File: config.mk
export PLATFORM = sky130hd
export DESIGN_NAME = mem_arbiter
export DESIGN_NICKNAME = d
export VERILOG_FILES = /design/src/rtl/mem_arb_pkg.sv /design/src/rtl/mem_arbiter_rr_pick2.sv /design/src/rtl/mem_arbiter.sv
export SDC_FILE = /design/constraint.sdc
export NUM_CORES = 1
export LEC_CHECK = 0
export CORE_MARGIN = 2
export CORE_UTILIZATION = 39
export CTS_CLUSTER_DIAMETER = 80
export CTS_CLUSTER_SIZE = 20
export DETAILED_ROUTE_END_ITERATION = 16
export PLACE_DENSITY = 0.86
export SETUP_SLACK_MARGIN = 0.02
export SYNTH_ARGS = -nofsm -noshare
export SYNTH_HDL_FRONTEND = slang
export SYNTH_SLANG_ARGS = --single-unit
File: constraint.sdc
create_clock -name clk -period 2.1 [get_ports clk]
set_input_delay 0.315 -clock clk [delete_from_list [all_inputs] [get_ports clk]]
set_output_delay 0.315 -clock clk [all_outputs]
set_load 0.1 [all_outputs]
File: src/rtl/mem_arb_pkg.sv
// Shared command constants, FSM/grant enums and the misalignment helper for mem_arbiter.
// The helper is only referenced when MEM_ARB_MISALIGN_CHECK_EN is defined.
package mem_arb_pkg;

  localparam logic MEM_CMD_READ  = 1'b0;
  localparam logic MEM_CMD_WRITE = 1'b1;

  typedef enum logic [1:0] {IDLE, ACCESS, RESP} state_e;
  typedef enum logic {GNT_IF, GNT_D} grant_e;

  // A data access is misaligned when its mask is not a natural byte/half/word lane
  // pattern or its lowest enabled lane disagrees with the byte offset of the address.
  function automatic logic misaligned(input logic [3:0] mask, input logic [1:0] addr_lo);
    logic       legal;
    logic [1:0] low;
    legal = (mask inside {4'b0001, 4'b0010, 4'b0100, 4'b1000, 4'b0011, 4'b1100, 4'b1111});
    low   = mask[0] ? 2'd0 : mask[1] ? 2'd1 : mask[2] ? 2'd2 : 2'd3;
    return !legal || (low != addr_lo);
  endfunction

endpackage

File: src/rtl/mem_arbiter_rr_pick2.sv
// Two-way round-robin picker: on a tie the requester that was not granted last wins.
module rr_pick2
  import mem_arb_pkg::*;
(
  input  logic [1:0] req,
  input  grant_e     last,
  output grant_e     grant,
  output logic       valid
);

  always_comb begin
    valid = |req;
    grant = GNT_IF;
    if (req == 2'b11) begin
      grant = (last == GNT_IF) ? GNT_D : GNT_IF;
    end else if (req[1]) begin
      grant = GNT_D;
    end
  end

endmodule

File: src/rtl/mem_arbiter.sv
// Round-robin arbiter sharing one word memory between instruction fetch and load/store.
// Optional MEM_ARB_MISALIGN_CHECK_EN adds d_err and suppresses misaligned data accesses.
module mem_arbiter
  import mem_arb_pkg::*;
#(
  parameter int ADDR_WIDTH = 32,
  parameter int DATA_WIDTH = 32
) (
  input  logic                    clk,
  input  logic                    reset,
  input  logic                    if_req,
  input  logic [ADDR_WIDTH-1:0]   if_addr,
  output logic                    if_ack,
  output logic [DATA_WIDTH-1:0]   if_rdata,
  input  logic                    d_req,
  input  logic                    d_cmd,
  input  logic [ADDR_WIDTH-1:0]   d_addr,
  input  logic [DATA_WIDTH/8-1:0] d_mask,
  input  logic [DATA_WIDTH-1:0]   d_wdata,
  output logic                    d_ack,
  output logic [DATA_WIDTH-1:0]   d_rdata,
`ifdef MEM_ARB_MISALIGN_CHECK_EN
  output logic                    d_err,
`endif
  output logic [ADDR_WIDTH-1:0]   mem_addr,
  output logic [DATA_WIDTH/8-1:0] mem_mask,
  output logic                    mem_enable,
  output logic                    mem_cmd,
  output logic [DATA_WIDTH-1:0]   mem_write_data,
  input  logic [DATA_WIDTH-1:0]   mem_load_data,
  input  logic                    mem_valid,
  output logic                    busy
);

  localparam int MASK_W = DATA_WIDTH / 8;

  state_e                state_q, state_d;
  grant_e                last_q, last_d, gnt_q, gnt_d, pick_grant;
  logic                  pick_valid, d_misaligned;
  logic                  cmd_q, cmd_d, err_q, err_d;
  logic [ADDR_WIDTH-1:0] mem_addr_q, mem_addr_d;
  logic [MASK_W-1:0]     mem_mask_q, mem_mask_d;
  logic                  mem_enable_q, mem_enable_d, mem_cmd_q, mem_cmd_d;
  logic [DATA_WIDTH-1:0] mem_wdata_q, mem_wdata_d, rdata_cap;
  logic [DATA_WIDTH-1:0] if_rdata_q, if_rdata_d, d_rdata_q, d_rdata_d;
  logic                  if_ack_q, if_ack_d, d_ack_q, d_ack_d;
`ifdef MEM_ARB_MISALIGN_CHECK_EN
  logic                  d_err_q, d_err_d;
`endif

  rr_pick2 u_pick (
    .req   ({d_req, if_req}),
    .last  (last_q),
    .grant (pick_grant),
    .valid (pick_valid)
  );

`ifdef MEM_ARB_MISALIGN_CHECK_EN
  assign d_misaligned = misaligned(d_mask, d_addr[1:0]);
`else
  assign d_misaligned = 1'b0;
`endif

  assign rdata_cap = (cmd_q == MEM_CMD_READ && mem_valid && !err_q) ? mem_load_data : '0;

  always_comb begin
    state_d      = state_q;
    last_d       = last_q;
    gnt_d        = gnt_q;
    cmd_d        = cmd_q;
    err_d        = err_q;
    mem_addr_d   = '0;
    mem_mask_d   = '0;
    mem_enable_d = 1'b0;
    mem_cmd_d    = 1'b0;
    mem_wdata_d  = '0;
    if_ack_d     = 1'b0;
    d_ack_d      = 1'b0;
    if_rdata_d   = '0;
    d_rdata_d    = '0;
`ifdef MEM_ARB_MISALIGN_CHECK_EN
    d_err_d      = 1'b0;
`endif
    case (state_q)
      IDLE: begin
        if (pick_valid) begin
          state_d = ACCESS;
          gnt_d   = pick_grant;
          last_d  = pick_grant;
          if (pick_grant == GNT_IF) begin
            cmd_d      = MEM_CMD_READ;
            err_d      = 1'b0;
            mem_addr_d = if_addr;
            mem_mask_d = '1;
          end else begin
            cmd_d       = d_cmd;
            err_d       = d_misaligned;
            mem_addr_d  = d_addr;
            mem_mask_d  = d_mask;
            mem_wdata_d = d_wdata;
          end
          mem_cmd_d    = cmd_d;
          mem_enable_d = !err_d;
          // A rejected access keeps the whole memory interface quiet.
          if (err_d) begin
            mem_addr_d  = '0;
            mem_mask_d  = '0;
            mem_cmd_d   = 1'b0;
            mem_wdata_d = '0;
          end
        end
      end
      ACCESS: begin
        state_d = RESP;
        if (gnt_q == GNT_IF) begin
          if_ack_d   = 1'b1;
          if_rdata_d = rdata_cap;
        end else begin
          d_ack_d   = 1'b1;
          d_rdata_d = rdata_cap;
`ifdef MEM_ARB_MISALIGN_CHECK_EN
          d_err_d   = err_q;
`endif
        end
      end
      RESP:    state_d = IDLE;
      default: state_d = IDLE;
    endcase
  end

  always_ff @(posedge clk) begin
    if (reset) begin
      state_q      <= IDLE;
      last_q       <= GNT_D;
      gnt_q        <= GNT_IF;
      cmd_q        <= MEM_CMD_READ;
      err_q        <= 1'b0;
      mem_addr_q   <= '0;
      mem_mask_q   <= '0;
      mem_enable_q <= 1'b0;
      mem_cmd_q    <= 1'b0;
      mem_wdata_q  <= '0;
      if_ack_q     <= 1'b0;
      d_ack_q      <= 1'b0;
      if_rdata_q   <= '0;
      d_rdata_q    <= '0;
`ifdef MEM_ARB_MISALIGN_CHECK_EN
      d_err_q      <= 1'b0;
`endif
    end else begin
      state_q      <= state_d;
      last_q       <= last_d;
      gnt_q        <= gnt_d;
      cmd_q        <= cmd_d;
      err_q        <= err_d;
      mem_addr_q   <= mem_addr_d;
      mem_mask_q   <= mem_mask_d;
      mem_enable_q <= mem_enable_d;
      mem_cmd_q    <= mem_cmd_d;
      mem_wdata_q  <= mem_wdata_d;
      if_ack_q     <= if_ack_d;
      d_ack_q      <= d_ack_d;
      if_rdata_q   <= if_rdata_d;
      d_rdata_q    <= d_rdata_d;
`ifdef MEM_ARB_MISALIGN_CHECK_EN
      d_err_q      <= d_err_d;
`endif
    end
  end

  assign if_ack         = if_ack_q;
  assign if_rdata       = if_rdata_q;
  assign d_ack          = d_ack_q;
  assign d_rdata        = d_rdata_q;
`ifdef MEM_ARB_MISALIGN_CHECK_EN
  assign d_err          = d_err_q;
`endif
  assign mem_addr       = mem_addr_q;
  assign mem_mask       = mem_mask_q;
  assign mem_enable     = mem_enable_q;
  assign mem_cmd        = mem_cmd_q;
  assign mem_write_data = mem_wdata_q;
  assign busy           = (state_q != IDLE);

endmodule

==> results of run 1 <==
## Yosys cell counts
library cell	instances
sky130_fd_sc_hd__inv_1	2
sky130_fd_sc_hd__and2_1	33
sky130_fd_sc_hd__nor2_1	9
sky130_fd_sc_hd__nor2_4	1
sky130_fd_sc_hd__clkbuf_1	20
sky130_fd_sc_hd__and2b_1	1
sky130_fd_sc_hd__buf_2	3
sky130_fd_sc_hd__nand4b_1	1
sky130_fd_sc_hd__a21boi_2	1
sky130_fd_sc_hd__a21bo_1	1
sky130_fd_sc_hd__o21ai_0	2
sky130_fd_sc_hd__inv_2	1
sky130_fd_sc_hd__a21oi_1	9
sky130_fd_sc_hd__dfxtp_1	141
sky130_fd_sc_hd__nor2b_1	2
sky130_fd_sc_hd__a221o_1	1
sky130_fd_sc_hd__buf_6	4
sky130_fd_sc_hd__or3_4	1
sky130_fd_sc_hd__nor3b_2	1
sky130_fd_sc_hd__and3_1	65
sky130_fd_sc_hd__nor3_2	1
sky130_fd_sc_hd__a21oi_2	25
sky130_fd_sc_hd__nand2_1	66
## through the flow
stage | hold WS [ns] | util [%] | power, W | instance area, um^2
floorplan | 0.384 | - | 0.00371 | 4240
global placement | 0.474 | 63.2 | 0.00415 | 6790
detailed placement | 0.483 | 63.2 | 0.00417 | 6790
CTS | 0.336 | 68.5 | 0.00701 | 7360
global route | 0.342 | 68.5 | 0.00718 | 7360
finish | 0.364 | 68.5 | 0.00693 | 7360
## registers in the layout (all words and copies together) (netlist names)
signal	flops
mem_enable	1
mem_mask	4
if_rdata	32
mem_addr	32
last_q	1
d_rdata	32
if_ack	1
d_ack	1
cmd_q	1
gnt_q	1
mem_cmd	1
mem_write_data	32
state_q	2
## power groups by stage
stage	Sequential [W]	Clock (W)	Combinational [W]
2_1_floorplan	0.00348	0	0.000224
5_1_grt	0.00281	0.00301	0.00136
3_3_place_gp	0.00286	0	0.00130
6_report	0.00280	0.00282	0.00131
4_1_cts	0.00280	0.00289	0.00131
3_5_place_dp	0.00286	0	0.00131
## worst paths after layout
check | end | slack (ns) | cells after the start
worst max register to register | mem_addr[3]$_SDFF_PP0_ | 0.70 | 5
worst min-delay path | mem_addr[7]$_SDFF_PP0_ | 0.36 | 3
worst min register to register | cmd_q$_SDFFE_PP0P_ | 0.49 | 2
worst max-delay path | busy | 0.44 | 3
## tightest hold or removal path, stage by stage
cell and delay (ns):
sky130_fd_sc_hd__clkdlybuf4s50_1 0.40, sky130_fd_sc_hd__nand2_1 0.05, sky130_fd_sc_hd__a21oi_1 0.05
## cell families (layout without fill, tap and decap cells)
logic type / count (synthesis) / after routing
flops: 141 / 141
buf+inv: 30 / 315
simple gates: 181 / 181
compound gates: 39 / 39
## routing by layer
| metal | vias to the layer above | global-route usage, % | wire length, um |
|---|---|---|---|
| li1 | 1821 | - | - |
| met1 | 1589 | 19.9 | 4330 |
| met2 | 179 | 34.1 | 5680 |
| met3 | 16 | 8.74 | 1230 |
| met4 | 0 | 8.06 | 208 |
| met5 | - | 0 | 0 |
## cell type report
type	instances	share of cell area [%]
sequential	141	38.4
timing repair buffer	281	34.0
multi-input combinational	220	17.3
clock buffer	18	5.82
tap	140	2.38
clock inverter	13	1.91
inverter	3	0.153
==> impl_summary.log, run 1 <==
[metrics] outcome: finished clean
[metrics] IO Port Bufs: between 200 and 300
[metrics] ant diodes: 0
[metrics] leading cell types in the layout, fill and taps excluded: 141 x sky130_fd_sc_hd__dfxtp_1, 140 x sky130_fd_sc_hd__buf_4, 137 x sky130_fd_sc_hd__clkdlybuf4s50_1
[metrics] shortest period the worst path allows: 1.66 ns
[metrics] placer congestion estimate: 0.867
[metrics] fraction of synthesized cell area in xor and xnor cells: 0%
[metrics] maximum root-to-sink buffer count: 2
[metrics] average instance area after synthesis: 10.9 um^2
[metrics] buffering stage count on the worst path with inverters included: 2
[metrics] cell area after synthesis: 4240 um^2
[metrics] area fraction of the dominant cell type after synthesis: 66.5%
[metrics] number of buffers inserted by hold repair at cts: 0
[metrics] power density normalized to cell area: 942 nW/um^2
[metrics] Crit path arrival time: about 1.4 ns
[metrics] first-pass GRT wire length: between 15 and 20 mm
[metrics] internal power component: 0.00491 W
[metrics] hpwl dp: 8.46 mm
[metrics] Avg WL per Cell: 14.0 um
[metrics] Seq cells post-synth: 141
[metrics] aggregate global routing overflow: 0
[metrics] simple-gate area share of the yosys netlist: 22.8%
[metrics] cell taking the most area after synthesis: sky130_fd_sc_hd__dfxtp_1
[metrics] TritonCTS sink count: 141
[metrics] crit path max fanout: 5
[metrics] Setup CP Type: reg -> out
[metrics] filler cell count: 808
[metrics] measured slew at the worst slew-check pin: 0.438 ns
[metrics] footprint of the flip-flops and latches: ~2800 um^2
[metrics] master of the slowest instance on the critical path: sky130_fd_sc_hd__dfxtp_1
[metrics] DP Cell Count: 785
[metrics] maximum level of the CTS H-tree: 4
[metrics] Final Hold Violating Endpoints: 0
[metrics] Achievable Freq: 601 MHz
[metrics] family of cells with the greatest summed delay on the critical path: flip-flops
[metrics] initial antenna violation count: 0
[metrics] ratio of cells with drive above 1 in the final layout: 30.6%
[metrics] reg-to-reg critical path startpoint: state_q[1]$_SDFFE_PP0P_
[metrics] CP Cell Sequence: nor2_4, inv_2, buf_4
[metrics] final worst-path setup slack: approximately 0.44 ns
[metrics] hold path start: d_addr[7]
[metrics] setup skew after layout: ~0.011 ns
[metrics] unique cell type count in the Yosys netlist: 23
[metrics] count of nets after finishing: ~800
[metrics] post-synthesis cell count: 391
[metrics] Setup Slack @ Placement: 0.353 ns
[metrics] Crit. End Element: output port
[metrics] largest family of logic cells by synthesized area: simple AND/OR/NAND/NOR gates
[metrics] GRT Total Usage: 19.3%
[metrics] Routed WL: 11.4 mm
[metrics] most frequent standard cell in the layout excluding fill and tap cells: sky130_fd_sc_hd__dfxtp_1
[metrics] static leakage power: 3.49 nW
[metrics] Starting DRT DRC Count: 141
[metrics] Initial Util: between 30 and 40%
[metrics] die height: 108 um
[metrics] required arrival time at the worst endpoint: 1.78 ns
[metrics] net switching power: between 0.002 and 0.0025 W
[metrics] Clock transition at path regs: 0.06 ns
[metrics] adder and majority gate portion of the synthesized area: 0%
[metrics] Std-Cell Core Area: 10700 um^2
[metrics] sequential area share after synthesis: 66.5%
[metrics] RSZ-0062 raised after global routing: false
[metrics] number of CTS-inserted buffers: 17
[metrics] die extent in x: 108 um
[metrics] power share of the combinational group: 18.9%
[metrics] largest cells by area after synthesis: sky130_fd_sc_hd__dfxtp_1 67%, sky130_fd_sc_hd__and3_1 9.6%, sky130_fd_sc_hd__nand2_1 5.8%
[metrics] Critical path origin: state_q[1]$_SDFFE_PP0P_
[metrics] Warnings, synthesis: 0
[metrics] via density per instance: 4.42
[metrics] maximum number of pins on one net before global-route repair: 65
[metrics] clock root buffer: sky130_fd_sc_hd__clkbuf_8
[metrics] multiplexer area fraction after synthesis: 0%
[metrics] Post-Route Setup TNS: 0 ns
[metrics] synthesis-to-layout area growth: 73.4%
[metrics] Max-Cap Viols: 0
[metrics] post-detailed-route DRC marker count: 0
[metrics] antenna-violating nets left: 0
[metrics] setup bufs post-CTS: 0
[metrics] number of global-route vias before repair: 3581
[metrics] Die Outline Area: 11700 um^2
[metrics] Seq pwr share: between 40% and 50%
[metrics] CP peak stage delay: slightly below 0.4 ns
[metrics] area fraction in compound gates after synthesis: 7.20%
[metrics] CTS tree: yes
[metrics] startpoint kind of the worst setup timing path: flop
[metrics] Tcrit/Tclk final: 79.3%
[metrics] top-level port count: 275
[metrics] VDD IR max: 658 uV
[metrics] nets in the synthesized netlist: 529
[metrics] clock insertion delay at the later pin of the skew report: 0.50 ns
[metrics] power share of the clock group: 40.7%
[metrics] HP Class: in -> reg
[metrics] via count: 3605
[metrics] post-route insts no fill: 816
[metrics] Worst slew margin: a little over two thirds
[metrics] number of instances resized during post-cts repair: 0
[metrics] final-report max-slew violation count: 0
[metrics] Multi-input gate area: 1280 um^2
[metrics] count of final setup violators: 0
[metrics] # rows: 38
[metrics] fraction of power spent switching nets: 29.2%
[metrics] number of iterations in the first detailed-routing pass: 4
No activity file was read; power rests on OpenSTA's default activity.
==> run 2, diff against run 1 <==
--- a/config.mk
+++ b/config.mk
@@ -6,11 +6,11 @@
 export NUM_CORES = 1
 export LEC_CHECK = 0
 export CORE_MARGIN = 2
-export CORE_UTILIZATION = 39
+export CORE_UTILIZATION = 32
 export CTS_CLUSTER_DIAMETER = 80
 export CTS_CLUSTER_SIZE = 20
 export DETAILED_ROUTE_END_ITERATION = 16
-export PLACE_DENSITY = 0.86
+export PLACE_DENSITY = 0.75
 export SETUP_SLACK_MARGIN = 0.02
 export SYNTH_ARGS = -nofsm -noshare
 export SYNTH_HDL_FRONTEND = slang
==> constraint.sdc (replaced) <==
create_clock -name clk -period 1.36 [get_ports clk]
set_input_delay 0.204 -clock clk [delete_from_list [all_inputs] [get_ports clk]]
set_output_delay 0.204 -clock clk [all_outputs]
set_load 0.1 [all_outputs]
==> run 2 against run 1 <==
Effect of this change: die area up 21%; global-route usage up 1.5 points; clock power up 68%; sequential share of layout area down 8.8 points; register-to-register slack worse by 0.68 ns; via count up 9.3%; combinational power up 96%.
==> impl_summary.log, run 2 (synthesized netlist as in run 1, its figures left out) <==
[metrics] number of CTS-inserted buffers: 17 (unchanged)
[metrics] family of cells with the greatest summed delay on the critical path: simple AND/OR/NAND/NOR gates (was flip-flops)
[metrics] clock root buffer: sky130_fd_sc_hd__clkbuf_16 (was sky130_fd_sc_hd__clkbuf_8)
[metrics] footprint of the flip-flops and latches: 2830 um^2 (was 2820 um^2)
[metrics] count of final setup violators: 0 (unchanged)
[metrics] most frequent standard cell in the layout excluding fill and tap cells: sky130_fd_sc_hd__buf_12 (was sky130_fd_sc_hd__dfxtp_1)
[metrics] via density per instance: 4.50 (was 4.42)
[metrics] aggregate global routing overflow: 0 (unchanged)
[metrics] clock insertion delay at the later pin of the skew report: 0.41 ns (was 0.50 ns)
[metrics] master of the slowest instance on the critical path: sky130_fd_sc_hd__dfxtp_2 (was sky130_fd_sc_hd__dfxtp_1)
[metrics] shortest period the worst path allows: 1.34 ns
[metrics] startpoint kind of the worst setup timing path: flop (unchanged)
[metrics] Achievable Freq: 745 MHz
[metrics] Tcrit/Tclk final: 98.7%
[metrics] number of buffers inserted by hold repair at cts: 0 (unchanged)
[metrics] setup skew after layout: 0.00792 ns (was 0.0107 ns)
[metrics] RSZ-0062 raised after global routing: true (was false)
[metrics] outcome: finished clean (unchanged)
[metrics] Final Hold Violating Endpoints: 0 (unchanged)
[metrics] hpwl dp: 10.8 mm (was 8.46 mm)
[metrics] Die Outline Area: 14200 um^2 (was 11700 um^2)
[metrics] CTS tree: yes (unchanged)
[metrics] buffering stage count on the worst path with inverters included: 2 (unchanged)
[metrics] antenna-violating nets left: 0 (unchanged)
[metrics] die extent in x: 119 um (was 108 um)
[metrics] post-detailed-route DRC marker count: 0 (unchanged)
[metrics] Clock transition at path regs: 0.06 ns (about the same)
[metrics] first-pass GRT wire length: 22.3 mm (was 17.4 mm)
[metrics] maximum level of the CTS H-tree: 4 (unchanged)
[metrics] TritonCTS sink count: 141 (unchanged)
[metrics] power density normalized to cell area: 1230 nW/um^2 (was 942 nW/um^2)
[metrics] maximum root-to-sink buffer count: 2 (unchanged)
[metrics] maximum number of pins on one net before global-route repair: 65 (unchanged)
[metrics] number of global-route vias before repair: 4112 (was 3581)
[metrics] required arrival time at the worst endpoint: 1.72 ns (was 1.78 ns)
[metrics] via count: 3941 (was 3605)
[metrics] count of nets after finishing: 824 (was 802)
[metrics] IO Port Bufs: 274 (unchanged)
[metrics] placer congestion estimate: 0.819 (was 0.867)
[metrics] top-level port count: 275 (unchanged)
[metrics] Crit. End Element: flop (was output port)
[metrics] # rows: 42 (was 38)
[metrics] Std-Cell Core Area: 13100 um^2 (was 10700 um^2)
[metrics] Setup CP Type: reg -> reg (was reg -> out)
[metrics] Post-Route Setup TNS: 0 ns (unchanged)
[metrics] post-route cell area: 9560 um^2 (was 7360 um^2)
[metrics] Max-Cap Viols: 0 (unchanged)
[metrics] ant diodes: 0 (unchanged)
[metrics] GRT Total Usage: 20.8% (was 19.3%)
[metrics] placed cell area: 8660 um^2 (was 6790 um^2)
[metrics] Crit path arrival time: 1.70 ns (was 1.35 ns)
[metrics] filler cell count: 818 (was 808)
[metrics] measured slew at the worst slew-check pin: 0.242 ns (was 0.438 ns)
[metrics] die height: 119 um (was 108 um)
[metrics] crit path max fanout: 8 (was 5)
[metrics] CP Cell Sequence: buf_4, nor3b_4, and2b_4, clkbuf_16, and3_1 (was nor2_4, inv_2, buf_4)
[metrics] DP Cell Count: 830 (was 785)
[metrics] initial antenna violation count: 0 (unchanged)
[metrics] Multi-input gate area: 1330 um^2 (was 1280 um^2)
[metrics] Avg WL per Cell: 17.8 um (was 14.0 um)
[metrics] ratio of cells with drive above 1 in the final layout: 34.3% (was 30.6%)
[metrics] number of iterations in the first detailed-routing pass: 4 (unchanged)
[metrics] Worst slew margin: 83.8% (was 70.8%)
[metrics] post-route insts no fill: 875 (was 816)
[metrics] Initial Util: 32.4% (was 39.5%)
[metrics] synthesis-to-layout area growth: 125% (was 73.4%)
[metrics] final-report max-slew violation count: 0 (unchanged)
[metrics] static leakage power: 4.09 nW (was 3.49 nW)
[metrics] leading cell types in the layout, fill and taps excluded: 144 x sky130_fd_sc_hd__buf_12, 139 x sky130_fd_sc_hd__dfxtp_1, 137 x sky130_fd_sc_hd__clkdlybuf4s50_1 (was 141 x sky130_fd_sc_hd__dfxtp_1, 140 x sky130_fd_sc_hd__buf_4, 137 x sky130_fd_sc_hd__clkdlybuf4s50_1)
[metrics] VDD IR max: 636 uV (was 658 uV)
[metrics] Routed WL: 15.5 mm (was 11.4 mm)
[metrics] Starting DRT DRC Count: 237 (was 141)
[metrics] HP Class: in -> reg (unchanged)
[metrics] CP peak stage delay: 0.33 ns (was 0.39 ns)
==> run 2: changes by cell type in the layout (fill, tap and decap cells not counted), sizes merged <==
cell      change
buf          +16
clkbuf       +11
clkinvlp      -3
bufinv        +1
clkinv        -1
inv           -1
==> run 2: repair_timing <==
item,CTS,global route
buffers inserted,3,1
pin swaps,2,4
resized for setup,5,11
gates cloned,1,8
setup endpoints to repair,11,110
==> run 2: area by class of cell <==
| type | count | area share [%] |
|---|---|---|
| well taps | 176 | 2.30 |
| flip-flops and latches | 141 | 29.6 |
| inverters | 3 | 0.196 |
| repair buffers | 303 | 47.6 |
| clock inverters | 9 | 1.40 |
| multi-input cells | 220 | 13.9 |
| clock buffers | 23 | 5.00 |
==> run 2: power by group <==
part / total (W) / internal [W] / leakage (nW) / switching [W]
clock: 0.00475 / 0.00304 / 0.298 / 0.00171
sequential: 0.00440 / 0.00428 / 1.15 / 0.000121
combinational: 0.00257 / 0.00111 / 2.65 / 0.00146
==> run 2: per-stage QoR <==
| stage | hold WS (ns) | total power, W | worst slack, ns | util (%) |
|---|---|---|---|---|
| after floorplan | 0.273 | 0.00573 | -0.0748 | - |
| after global placement | 0.468 | 0.00690 | -0.210 | 66.2 |
| after detailed placement | 0.488 | 0.00694 | -0.241 | 66.2 |
| after CTS | 0.326 | 0.0117 | -0.000299 | 71.3 |
| after global routing | 0.337 | 0.0121 | -0.0378 | 73.0 |
| final | 0.344 | 0.0117 | 0.0180 | 73.0 |
==> run 2: worst register-to-register path: stages (launching register included) <==
cell and delay [ns]:
sky130_fd_sc_hd__dfxtp_2 0.33, sky130_fd_sc_hd__buf_4 0.14, sky130_fd_sc_hd__nor3b_4 0.19, sky130_fd_sc_hd__and2b_4 0.28
sky130_fd_sc_hd__clkbuf_16 0.19, sky130_fd_sc_hd__and3_1 0.17
==> run 2: metal layers <==
metal  vias to the layer above  global-route usage [%]  part of all wire (%)
li1                       1864                       -                     -
met1                      1835                    21.2                    35
met2                       206                    36.5                    53
met3                        36                    8.86                   9.0
met4                         0                    10.3                   2.9
met5                         -                       0                     0
==> run 2: path summary, 6_finish.rpt <==
| check | from | endpoint | slack (ns) | cells past startpoint |
|---|---|---|---|---|
| max reg2reg | state_q[1]$_SDFFE_PP0P_ | if_rdata[20]$_SDFF_PP0_ | 0.02 | 5 |
| min reg2reg | gnt_q$_SDFFE_PP0P_ | gnt_q$_SDFFE_PP0P_ | 0.50 | 2 |
| min | d_addr[3] | mem_addr[3]$_SDFF_PP0_ | 0.34 | 3 |
| max | state_q[1]$_SDFFE_PP0P_ | if_rdata[20]$_SDFF_PP0_ | 0.02 | 5 |
